File: config.mk
export PLATFORM = sky130hd
export DESIGN_NAME = rs485_uart_rx
export DESIGN_NICKNAME = d
export VERILOG_FILES = /design/src/rtl/rs485_pkg.sv /design/src/rtl/rs485_rx_sync.sv /design/src/rtl/rs485_uart_rx.sv
export SDC_FILE = /design/constraint.sdc
export NUM_CORES = 1
export LEC_CHECK = 0
export ABC_AREA = 1
export CORE_MARGIN = 2
export CORE_UTILIZATION = 51
export DETAILED_ROUTE_END_ITERATION = 8
export PLACE_DENSITY = 0.77
export SETUP_SLACK_MARGIN = 0.02
export SLEW_MARGIN = 20
export SYNTH_ARGS = -nofsm -noshare
export SYNTH_HDL_FRONTEND = slang
export SYNTH_SLANG_ARGS = --single-unit
export TNS_END_PERCENT = 20
File: constraint.sdc
create_clock -name clk -period 3.3 [get_ports clk]
set_clock_uncertainty 0.05 [all_clocks]
set_input_delay 0.66 -clock clk [delete_from_list [all_inputs] [get_ports clk]]
set_output_delay 0.66 -clock clk [all_outputs]
set_load 0.005 [all_outputs]
File: src/rtl/rs485_pkg.sv
// Shared RS485 definitions: receiver FSM state encoding and line constants.
package rs485_pkg;

  typedef enum logic [2:0] {
    IDLE  = 3'd0,
    START = 3'd1,
    DATA  = 3'd2,
    STOP  = 3'd3,
    BREAK = 3'd4
  } rx_state_t;

  localparam int   FRAME_BITS = 10;
  localparam logic LINE_IDLE  = 1'b1;

endpackage

File: src/rtl/rs485_rx_sync.sv
// Two-flop synchroniser for an asynchronous serial line; reset value is the idle level.
module rs485_rx_sync
  import rs485_pkg::*;
#(
  parameter logic RST_VAL = LINE_IDLE
) (
  input  logic clk,
  input  logic rst_n,
  input  logic d,
  output logic q
);

  logic meta;

  always_ff @(posedge clk or negedge rst_n) begin
    if (!rst_n) begin
      meta <= RST_VAL;
      q    <= RST_VAL;
    end else begin
      meta <= d;
      q    <= meta;
    end
  end

endmodule

File: src/rtl/rs485_uart_rx.sv
// 8N1 (5..8 data bits) UART receiver: start detect, mid-bit sampling, deframing, framing-error flag.
// Outputs byte_valid/frame_err are registered one-cycle pulses; there is no backpressure (no ready).
module rs485_uart_rx
  import rs485_pkg::*;
#(
  parameter int CLKS_PER_BIT = 1,
  parameter int DATA_BITS    = 8
) (
  input  logic                 clk,
  input  logic                 rst_n,
  input  logic                 rx_en,
  input  logic                 Rx,
  output logic [DATA_BITS-1:0] byte_out,
  output logic                 byte_valid,
  output logic                 frame_err,
  output logic                 busy,
  output rx_state_t            state_dbg
);

  localparam int HALF  = (CLKS_PER_BIT - 1) / 2;
  localparam int CNT_W = (CLKS_PER_BIT > 1) ? $clog2(CLKS_PER_BIT) : 1;
  localparam int IDX_W = $clog2(DATA_BITS);

  localparam logic [CNT_W-1:0] CNT_FULL = CNT_W'(CLKS_PER_BIT - 1);
  localparam logic [CNT_W-1:0] CNT_HALF = CNT_W'(HALF - 1);
  localparam logic [IDX_W-1:0] IDX_LAST = IDX_W'(DATA_BITS - 1);

  logic                 rx_s;
  rx_state_t            state, state_nxt;
  logic [CNT_W-1:0]     cnt, cnt_nxt;
  logic [IDX_W-1:0]     bit_idx, idx_nxt;
  logic [DATA_BITS-1:0] shreg, shreg_nxt;
  logic [DATA_BITS-1:0] byte_nxt;
  logic                 valid_nxt, err_nxt;

  rs485_rx_sync #(.RST_VAL(LINE_IDLE)) u_sync (
    .clk   (clk),
    .rst_n (rst_n),
    .d     (Rx),
    .q     (rx_s)
  );

  always_ff @(posedge clk or negedge rst_n) begin
    if (!rst_n) begin
      state      <= IDLE;
      cnt        <= '0;
      bit_idx    <= '0;
      shreg      <= '0;
      byte_out   <= '0;
      byte_valid <= 1'b0;
      frame_err  <= 1'b0;
    end else begin
      state      <= state_nxt;
      cnt        <= cnt_nxt;
      bit_idx    <= idx_nxt;
      shreg      <= shreg_nxt;
      byte_out   <= byte_nxt;
      byte_valid <= valid_nxt;
      frame_err  <= err_nxt;
    end
  end

  always_comb begin
    state_nxt = state;
    cnt_nxt   = cnt;
    idx_nxt   = bit_idx;
    shreg_nxt = shreg;
    byte_nxt  = byte_out;
    valid_nxt = 1'b0;
    err_nxt   = 1'b0;
    if (!rx_en) begin
      // Abort any frame in progress; byte_out is left untouched.
      state_nxt = IDLE;
    end else begin
      case (state)
        IDLE: begin
          if (!rx_s) begin
            // With no half-bit to wait out, this sample is the start confirmation.
            if (HALF == 0) begin
              cnt_nxt   = CNT_FULL;
              idx_nxt   = '0;
              state_nxt = DATA;
            end else begin
              cnt_nxt   = CNT_HALF;
              state_nxt = START;
            end
          end
        end
        START: begin
          if (cnt != '0) begin
            cnt_nxt = cnt - CNT_W'(1);
          end else if (!rx_s) begin
            cnt_nxt   = CNT_FULL;
            idx_nxt   = '0;
            state_nxt = DATA;
          end else begin
            state_nxt = IDLE;
          end
        end
        DATA: begin
          if (cnt != '0) begin
            cnt_nxt = cnt - CNT_W'(1);
          end else begin
            shreg_nxt = {rx_s, shreg[DATA_BITS-1:1]};
            cnt_nxt   = CNT_FULL;
            if (bit_idx == IDX_LAST) state_nxt = STOP;
            else                     idx_nxt   = bit_idx + IDX_W'(1);
          end
        end
        STOP: begin
          if (cnt != '0) begin
            cnt_nxt = cnt - CNT_W'(1);
          end else if (rx_s) begin
            byte_nxt  = shreg;
            valid_nxt = 1'b1;
            state_nxt = IDLE;
          end else begin
            err_nxt   = 1'b1;
            state_nxt = BREAK;
          end
        end
        BREAK: begin
          if (rx_s) state_nxt = IDLE;
        end
        default: state_nxt = IDLE;
      endcase
    end
  end

  assign busy      = (state != IDLE);
  assign state_dbg = state;

endmodule
==> results.sh <==
export IMPL_cts_root_buf="clkbuf_4"
export IMPL_io_pins=18
export IMPL_grt_pass1_wl_mm=3.26
export IMPL_via_per_inst=4.85
export IMPL_synth_area_mm2=0.00110
export IMPL_endpoint="busy"
export IMPL_fin_crit_ns=2.20
export IMPL_dp_worst_setup_slack_ns=1.17
export IMPL_synth_ff_type="dfrtp_1"
export IMPL_holdBufCountCts=0
export IMPL_r2r_worst_path_cells=7
export IMPL_max_vdd_ir_drop_v=0.000372
export IMPL_post_place_cells=160
export IMPL_row_count=16
export IMPL_r2r_end="state_dbg[2]$_DFFE_PN0P_"
export IMPL_design_power_total_uw=971
export IMPL_antenna_found_initial=0
export IMPL_nNetsFinal=144
export IMPL_clock_sinks=26
export IMPL_cts_tree="built"
export IMPL_stdcell_count=164
export IMPL_setup_slack_ns=1.10
export IMPL_die_x_um=50.5
export IMPL_drive_gt1_share_pct=13.9
export IMPL_whs_ns=0.315
export IMPL_cts_clk_slew_worst_paths_ns=0.13
export IMPL_n_antenna_cell=0
export IMPL_arrival_ns=1.49
export IMPL_timing_critical_path_from="state_dbg[2]$_DFFE_PN0P_"
export IMPL_ctsHtreeMaxLevel=1
export IMPL_synth_edf_count=0
export IMPL_synth_seq_cells=26
export IMPL_multi_input_area_um2=392
export IMPL_critPathKind="reg2out"
export IMPL_numPortBuffers=17
export IMPL_clock_path_buffers=2
export IMPL_r2r_start="bit_idx[0]$_DFFE_PN0P_"
export IMPL_hold_depth=0
export IMPL_utilization_pct=66.3
export IMPL_rrSetupSlack_ns=1.83
export IMPL_ant_nets=0
export IMPL_grt_pass1_vias=791
export IMPL_final_common_cell="nand2_1"
export IMPL_final_seq_area_um2=653
export IMPL_cp_end_kind="output pin"
export IMPL_dr_pass1_iters=4
export IMPL_grt_max_degree=27
export IMPL_powerDensity_mw_per_mm2=732
export IMPL_leakage_nw=0.682
export IMPL_synthCells=116
export IMPL_dpl_instance_area_mm2=0.00130
export IMPL_cap_violations=0
export IMPL_synth_avg_cell_area_um2=9.49
export IMPL_cts_setup_buffers=0
export IMPL_max_slew_margin_rel_pct=76.7
export IMPL_grt_usage_pct=16.8
export IMPL_drt_iter0_markers=13
export IMPL_critPathLaunchType="flip-flop"
export IMPL_critPathMaxFanout=7
export IMPL_synth_seq_area_share_pct=59.3
export IMPL_final_max_slew_viol_count=0
export IMPL_final_cell_area_mm2=0.00133
export IMPL_ys_warn_count=0
export IMPL_hold_path_class="reg2reg"
export IMPL_drt_total_wl_mm=1.82
export IMPL_insertion_delay_ns=0.30
export IMPL_fillCellCount=161
export IMPL_hold_viol=0
export IMPL_cts_made_buffers=3
export IMPL_fmax_mhz=454
export IMPL_finalCritPeriodShare_pct=66.7
export IMPL_path_cells="inv_2 -> nand3_1 -> clkdlybuf4s50_1"
export IMPL_worstPathRequired_ns=2.59
export IMPL_die_y_um=50.5
export IMPL_wl_per_cell_um=11.1
export IMPL_initial_core_util_pct=55.0
export IMPL_cp_slowest_cell="dfrtp_1"
export IMPL_worstMarginPinSlew_ns=0.348
export IMPL_grt_overflow=0
export IMPL_dieArea_mm2=0.00255
export IMPL_dpl_hpwl_mm=1.35
export IMPL_layout_common_cells="nand2_1 (40), dfrtp_1 (24), clkdlybuf4s50_1 (17)"
export IMPL_slowest_delay_ns=0.54
export IMPL_drcViolationCount=0
export IMPL_gp_congestion=0.802
export IMPL_status="finished clean"
export IMPL_synth_cell_types=18
export IMPL_area_growth_pct=20.6
export IMPL_setup_viol_count_final=0
export IMPL_finalSetupTns_ns=0
export IMPL_rsz0062_at_grt="false"
export IMPL_syn_num_nets=122
export IMPL_core_area_mm2=0.00200
export IMPL_cts_resized=0
export IMPL_synthArstFlopShare_pct=100
export IMPL_vias=796
logic make-up (layout without fill, tap and decap cells):
group | count (synthesis) | in the layout | synth area share, %
fa+ha+maj | 2 | 2 | 2.27
flops | 26 | 26 | 59.3
buf+inv | 13 | 34 | 5.11
simple gates | 66 | 66 | 26.6
compound gates | 9 | 9 | 6.70
report_power, final:
group | internal, mW | total, mW | switching [mW]
clock | 0.0471 | 0.133 | 0.0862
sequential | 0.433 | 0.506 | 0.0727
combinational | 0.175 | 0.332 | 0.157
final cells by class:
class,instances,area share (%)
inverter,12,3.39
multi-input combinational,77,29.5
tap,27,2.54
sequential,26,49.2
clock buffer,4,1.98
timing repair buffer,18,13.4
how the worst min path moves through the flow:
| stage | end | start |
|---|---|---|
| 2_1_floorplan | u_sync.q$_DFF_PN1_ | u_sync.meta$_DFF_PN1_ |
| 4_1_cts | u_sync.q$_DFF_PN1_ | u_sync.meta$_DFF_PN1_ |
| 3_3_place_gp | u_sync.q$_DFF_PN1_ | u_sync.meta$_DFF_PN1_ |
| 6_report | u_sync.q$_DFF_PN1_ | u_sync.meta$_DFF_PN1_ |
| 5_1_grt | u_sync.q$_DFF_PN1_ | u_sync.meta$_DFF_PN1_ |
| 3_5_place_dp | u_sync.q$_DFF_PN1_ | u_sync.meta$_DFF_PN1_ |
sequential cells by signal, summed over array words and instances (netlist names):
signal	flops
frame_err	1
byte_valid	1
shreg	8
u_sync.q	1
byte_out	8
bit_idx	3
u_sync.meta	1
state_dbg	3
cells in the mapped netlist (all sizes together), types with 2 or more instances:
| master | number | share of area (%) |
|---|---|---|
| nand4 | 3 | 1.7 |
| nand2 | 42 | 15 |
| nand3 | 9 | 4.1 |
| nor2 | 10 | 4.1 |
| o21ai | 5 | 3.6 |
| ha | 2 | 2.3 |
| inv | 12 | 4.1 |
| a21oi | 3 | 2.4 |
| dfrtp | 24 | 55 |
| nor3 | 2 | 1.9 |
| dfstp | 2 | 4.8 |
metal layers:
metal / track usage (%) / share of wire [%] / wire, um / vias to the layer above
met5: 0 / 0 / 0 / -
met1: 21.8 / 47 / 860 / 374
met4: 5.41 / 0.72 / 13 / 0
li1: - / - / - / 410
met2: 28.7 / 49 / 887 / 10
met3: 2.98 / 3.0 / 54 / 2
worst max-delay path: cells and delay by family, from the launching register on:
family | cells | cell delay (ns)
DFF | 1 | 0.54
and+or+nand+nor | 1 | 0.08
buffers and inverters | 2 | 0.56
Power figures use the tool's default switching activity.
